## src/rtl/sa_drain.sv

```systemverilog
// sa_drain: captures whole result matrices into a two-entry ping-pong buffer and streams them one row per beat.
// Latency: a capture pulse at cycle N presents row 0 at N+1 when empty; one row per cycle after that, no bubble between matrices.
// Backpressure: i_row_rdy low holds the current beat; a capture with both slots full and no same-cycle release is dropped and counted.
// Build option: define SA_DRAIN_TRANSPOSE_EN to stream columns instead of rows.
module sa_drain #(
  parameter int SIZE      = 4,
  parameter int O_WIDTH   = 60,
  parameter int CNT_WIDTH = 8
) (
  input  logic                    clk,
  input  logic                    rst,
  input  logic                    i_matrix_vld,
  input  logic [O_WIDTH-1:0]      i_matrix [SIZE][SIZE],
  output logic                    o_row_vld,
  input  logic                    i_row_rdy,
  output logic [O_WIDTH-1:0]      o_row [SIZE],
  output logic [$clog2(SIZE)-1:0] o_row_idx,
  output logic                    o_row_last,
  output logic                    o_full,
  output logic                    o_drop,
  output logic [CNT_WIDTH-1:0]    o_drop_cnt
);

  localparam int IDX_W = $clog2(SIZE);
  localparam logic [IDX_W-1:0] LAST_IDX = IDX_W'(SIZE - 1);

  typedef enum logic [1:0] {EMPTY, ONE, TWO} occ_e;

  occ_e                 state_q, state_d;
  logic [1:0]           full_q, full_d;
  logic                 wr_sel_q, wr_sel_d;
  logic                 rd_sel_q, rd_sel_d;
  logic [IDX_W-1:0]     row_cnt_q, row_cnt_d;
  logic                 drop_q, drop_d;
  logic [CNT_WIDTH-1:0] drop_cnt_q, drop_cnt_d;
  logic [O_WIDTH-1:0]   mem_q [2][SIZE][SIZE];

  logic hs;
  logic rel;
  logic capture;
  logic discard;

  // Handshake, release and capture/drop decisions plus occupancy next-state.
  // wr_sel always points at the free slot unless both are full; in TWO with a
  // release it equals rd_sel, so the incoming matrix lands in the freed slot.
  always_comb begin
    hs         = full_q[rd_sel_q] & i_row_rdy;
    rel        = hs & (row_cnt_q == LAST_IDX);
    capture    = i_matrix_vld & ((state_q != TWO) | rel);
    discard    = i_matrix_vld & (state_q == TWO) & ~rel;

    state_d    = state_q;
    full_d     = full_q;
    wr_sel_d   = wr_sel_q;
    rd_sel_d   = rd_sel_q;
    row_cnt_d  = row_cnt_q;
    drop_d     = drop_q;
    drop_cnt_d = drop_cnt_q;

    if (rel) begin
      full_d[rd_sel_q] = 1'b0;
      rd_sel_d         = ~rd_sel_q;
      row_cnt_d        = '0;
    end else if (hs) begin
      row_cnt_d = row_cnt_q + IDX_W'(1);
    end

    if (capture) begin
      full_d[wr_sel_q] = 1'b1;
      wr_sel_d         = ~wr_sel_q;
    end

    if (discard) begin
      drop_d = 1'b1;
      if (drop_cnt_q != '1) drop_cnt_d = drop_cnt_q + CNT_WIDTH'(1);
    end

    unique case (state_q)
      EMPTY:   if (capture) state_d = ONE;
      ONE: begin
        if (capture && !rel)      state_d = TWO;
        else if (rel && !capture) state_d = EMPTY;
      end
      TWO:     if (rel && !capture) state_d = ONE;
      default: state_d = EMPTY;
    endcase
  end

  // Output beat: driven from the read slot, forced to zero when nothing is held.
  always_comb begin
    o_row_vld  = full_q[rd_sel_q];
    o_row_idx  = row_cnt_q;
    o_row_last = o_row_vld & (row_cnt_q == LAST_IDX);
    o_full     = &full_q;
    o_drop     = drop_q;
    o_drop_cnt = drop_cnt_q;
    for (int k = 0; k < SIZE; k++) begin
      o_row[k] = '0;
      if (o_row_vld) begin
`ifdef SA_DRAIN_TRANSPOSE_EN
        o_row[k] = mem_q[rd_sel_q][k][row_cnt_q];
`else
        o_row[k] = mem_q[rd_sel_q][row_cnt_q][k];
`endif
      end
    end
  end

  // Control state with synchronous reset.
  always_ff @(posedge clk) begin
    if (rst) begin
      state_q    <= EMPTY;
      full_q     <= '0;
      wr_sel_q   <= 1'b0;
      rd_sel_q   <= 1'b0;
      row_cnt_q  <= '0;
      drop_q     <= 1'b0;
      drop_cnt_q <= '0;
    end else begin
      state_q    <= state_d;
      full_q     <= full_d;
      wr_sel_q   <= wr_sel_d;
      rd_sel_q   <= rd_sel_d;
      row_cnt_q  <= row_cnt_d;
      drop_q     <= drop_d;
      drop_cnt_q <= drop_cnt_d;
    end
  end

  // Matrix storage: written on capture only, never reset.
  always_ff @(posedge clk) begin
    if (capture && !rst) begin
      for (int r = 0; r < SIZE; r++) begin
        for (int c = 0; c < SIZE; c++) begin
          mem_q[wr_sel_q][r][c] <= i_matrix[r][c];
        end
      end
    end
  end

endmodule

```

## config.mk

```make
export PLATFORM = sky130hd
export DESIGN_NAME = sa_drain
export DESIGN_NICKNAME = d
export VERILOG_FILES = /design/src/rtl/sa_drain.sv
export SDC_FILE = /design/constraint.sdc
export NUM_CORES = 2
export LEC_CHECK = 0
export CAP_MARGIN = 25
export CORE_AREA = 2 2 471 473
export DETAILED_ROUTE_END_ITERATION = 7
export DIE_AREA = 0 0 473 475
export RECOVER_POWER = 100
export SLEW_MARGIN = 15
export SYNTH_ARGS = -nofsm -noshare
export SYNTH_HDL_FRONTEND = slang
export SYNTH_SLANG_ARGS = --single-unit
```

## constraint.sdc

```tcl
create_clock -name clk -period 58.6 [get_ports clk]
set_input_delay 14.65 -clock clk [delete_from_list [all_inputs] [get_ports clk]]
set_output_delay 14.65 -clock clk [all_outputs]
set_load 0.02 [all_outputs]
```

==> run_results.csv <==
group,metric,value,unit
floorplanning,die_width,473,um
sta,fin_setup_tns,0,ns
floorplanning,dieArea,0.2247,mm2
cells_and_area,drive_gt1_share,16.99,%
route,vias_per_cell,4.988,
power,power,3.081,mW
sta,hold_viol,0,
floorplanning,rows,172,
critical_path,rr_endpoint,"mem_q[0][377]",
power,swShare,22.32,%
critical_path,setup.worst_path.start_class,"register",
power,p_per_area,32.26,mW/mm2
flow_run,cap_viol_max_count,40,
sta,fmax,32.36,MHz
power,p_leak,30.02,nW
floorplanning,start_util,33.54,%
clock_tree,cts_hold_buf,0,
sta,drv_slew,2598,
critical_path,worstSetupEndpointType,"output port",
route,first_pass_iters,5,
sta,finalCritPeriodShare,52.73,%
clock_tree,clkTransAtPathRegs,0.06,ns
cells_and_area,mostFrequentLayoutCells,"edfxtp_1 (1920), dlygate4sd3_1 (1202), mux4_2 (480)",
clock_tree,cts_resized,0,
cells_and_area,fill_cells,18880,
synthesis,yosysSeqAreaShare,78.96,%
grt,grt_max_degree,183,
sta,finalSetupViolations,0,
cells_and_area,final_util,43.59,%
power,power_frac_seq,52.1,%
clock_tree,clock_latency,0.84,ns
power,netSwitchingPower,0.6875,mW
critical_path,startpoint,"o_row_idx[0]",
place,io_buffers,1217,
critical_path,critical_path_required,43.95,ns
critical_path,critPathKind,"register to output port",
clock_tree,root_buffer,"clkbuf_16",
synthesis,synth_area_leaders,"edfxtp_1 (78%), mux4_2 (15%), mux2i_1 (3.3%)",
critical_path,cp_data_arrival_time,16.25,ns
route,drtIter0Drc,3050,
clock_tree,htreeDepth,4,
synthesis,yosysTopAreaCellShare,78.47,%
synthesis,syn_area_per_cell,23.39,um2
synthesis,synth_nets,4108,
grt,grt_pass1_wl,297800,um
place,place_area,0.08902,mm2
cells_and_area,nets,5430,
route,drc,0,
power,comb_power_share,8.0,%
run_status,status,"finished, violations left",
sta,finalWorstSetupSlack,27.70,ns
power,clkPwrFrac,39.9,%
clock_tree,cts_sinks,1938,
cells_and_area,fin_cells,7643,
grt,grt_pass1_vias,39320,
route,routed_wl,217600,um
critical_path,crit_path_max_fanout,111,
floorplanning,die_height,475,um
sta,skew,0.05853,ns
synthesis,syn_area,0.07347,mm2
grt,track_usage,18.83,%
synthesis,synth_cells,3141,
route,wl_per_cell,28.47,um
clock_tree,numCtsBuffers,203,
sta,relSlewSlack,-593.2,%
critical_path,cp-endpoint,"o_row[237]",
synthesis,ys_ff_latch,1938,
grt,grt_overflow,0,
power,p_int,2.393,mW
place,pre_cts_slack,37.71,ns
route,drt.antenna.violating_nets,0,
run_status,violations,"capacitance limit, slew limit",
place,gp_congestion,0.8072,
critical_path,r2r-start,"o_row_idx[0]",
route,via_count,38120,
clock_tree,cts_setup_buffers,0,
sta,whs,0.4522,ns
clock_tree,clock_path_buffers,3,
min_path,min_path_type,"register to register",
sta,finalCriticalPeriod,30.90,ns
grt,antenna_found_initial,347,
synthesis,yosys_warnings,0,
synthesis,ys_types,36,
critical_path,reg2reg_depth,9,
min_path,holdPathStages,2,
clock_tree,tritoncts,"done",
min_path,hp-start,"o_drop",
critical_path,r2r_slack,39.60,ns
cells_and_area,final_common_cell,"edfxtp_1",
place,dp_cells,7125,
power,vdd_drop_max,28.50,uV
synthesis,yosysTopAreaCell,"edfxtp_1",
floorplanning,core-area,0.2191,mm2
floorplanning,ios,1218,
cells_and_area,area_growth,29.97,%
place,dp.final_hpwl,153400,um
cells_and_area,final_area,0.09550,mm2
sta,worstMarginPinSlew,10.40,ns
sta,rsz0062_at_grt,"false",
## metal layers
layer / vias to the layer above / part of all wire, % / track usage, %
met4: 142 / 3.1 / 5.899
met5: - / 0.41 / 0
li1: 16070 / - / -
met1: 19520 / 37 / 21.54
met3: 692 / 10 / 8.287
met2: 1701 / 50 / 31.64
## cell usage after synthesis, drive strengths merged
cell type / number
mux4: 480
nor2: 247
clkbuf: 61
inv: 6
o21bai: 2
dfxtp: 18
nand3: 6
nand4: 1
nand4b: 1
or4: 3
a21oi: 12
and2: 2
edfxtp: 1920
o21ai: 7
o22ai: 2
nor2b: 1
or3b: 1
and3: 1
nor3: 1
o31ai: 4
mux2i: 242
xnor2: 1
or4bb: 1
nand2: 7
buf: 103
or3: 4
o211ai: 2
ha: 3
o311a: 1
nand2b: 1
## power groups by stage
stage | clock network [mW] | logic [mW] | registers (mW)
2_1_floorplan | 0 | 0.106 | 1.71
3_5_place_dp | 0 | 0.262 | 1.62
4_1_cts | 1.27 | 0.263 | 1.60
5_1_grt | 1.32 | 0.263 | 1.61
3_3_place_gp | 0 | 0.259 | 1.62
6_report | 1.23 | 0.246 | 1.60
## worst max-delay path, cell delays in order, from the launching register on
cell,delay [ns]
dfxtp_1,2.41
clkbuf_1,2.36
clkbuf_1,5.28
clkbuf_1,3.17
mux4_2,0.72
mux2i_1,0.09
nor2_1,0.32
dlygate4sd3_1,0.77
## sequential cells by signal, indices dropped and copies added, names as in the netlist, named ones only
| name | count |
|---|---|
| full_q | 2 |
| mem_q | 1920 |
| o_drop | 1 |
| o_drop_cnt | 8 |
| o_row_idx | 2 |
| rd_sel_q | 1 |
| state_q | 2 |
| wr_sel_q | 1 |
## cell type report
class | instances | area, um2 | share of cell area (%)
flip-flops and latches | 1938 | 58020 | 60.76
multi-input cells | 1033 | 14580 | 15.27
repair buffers | 1281 | 12590 | 13.18
clock buffers | 255 | 5360 | 5.613
well taps | 2871 | 3592 | 3.762
clock inverters | 119 | 979.7 | 1.026
diodes | 140 | 350.3 | 0.3669
inverters | 6 | 22.52 | 0.02358
## worst min-delay path by stage
stage	slack (ns)	endpoint
2_1_floorplan	0.45	full_q[0]
3_3_place_gp	0.45	o_drop
3_5_place_dp	0.45	o_drop
4_1_cts	0.46	o_drop
5_1_grt	0.48	o_drop
6_report	0.45	o_drop
## logic make-up (layout without fill, tap and decap cells)
| family | Yosys count | in the layout | synth area share [%] |
|---|---|---|---|
| AO/OA/AOI/OAI | 30 | 30 | 0.2486 |
| XOR/XNOR | 1 | 1 | 0.01192 |
| adder cells (fa/ha/maj) | 3 | 3 | 0.05109 |
| buffers and inverters | 170 | 1661 | 1.201 |
| flip-flops | 1938 | 1938 | 78.96 |
| multiplexers | 722 | 722 | 18.03 |
| other | 0 | 140 | 0 |
| AND/OR/NAND/NOR | 277 | 277 | 1.500 |
Power figures use the tool's default switching activity.
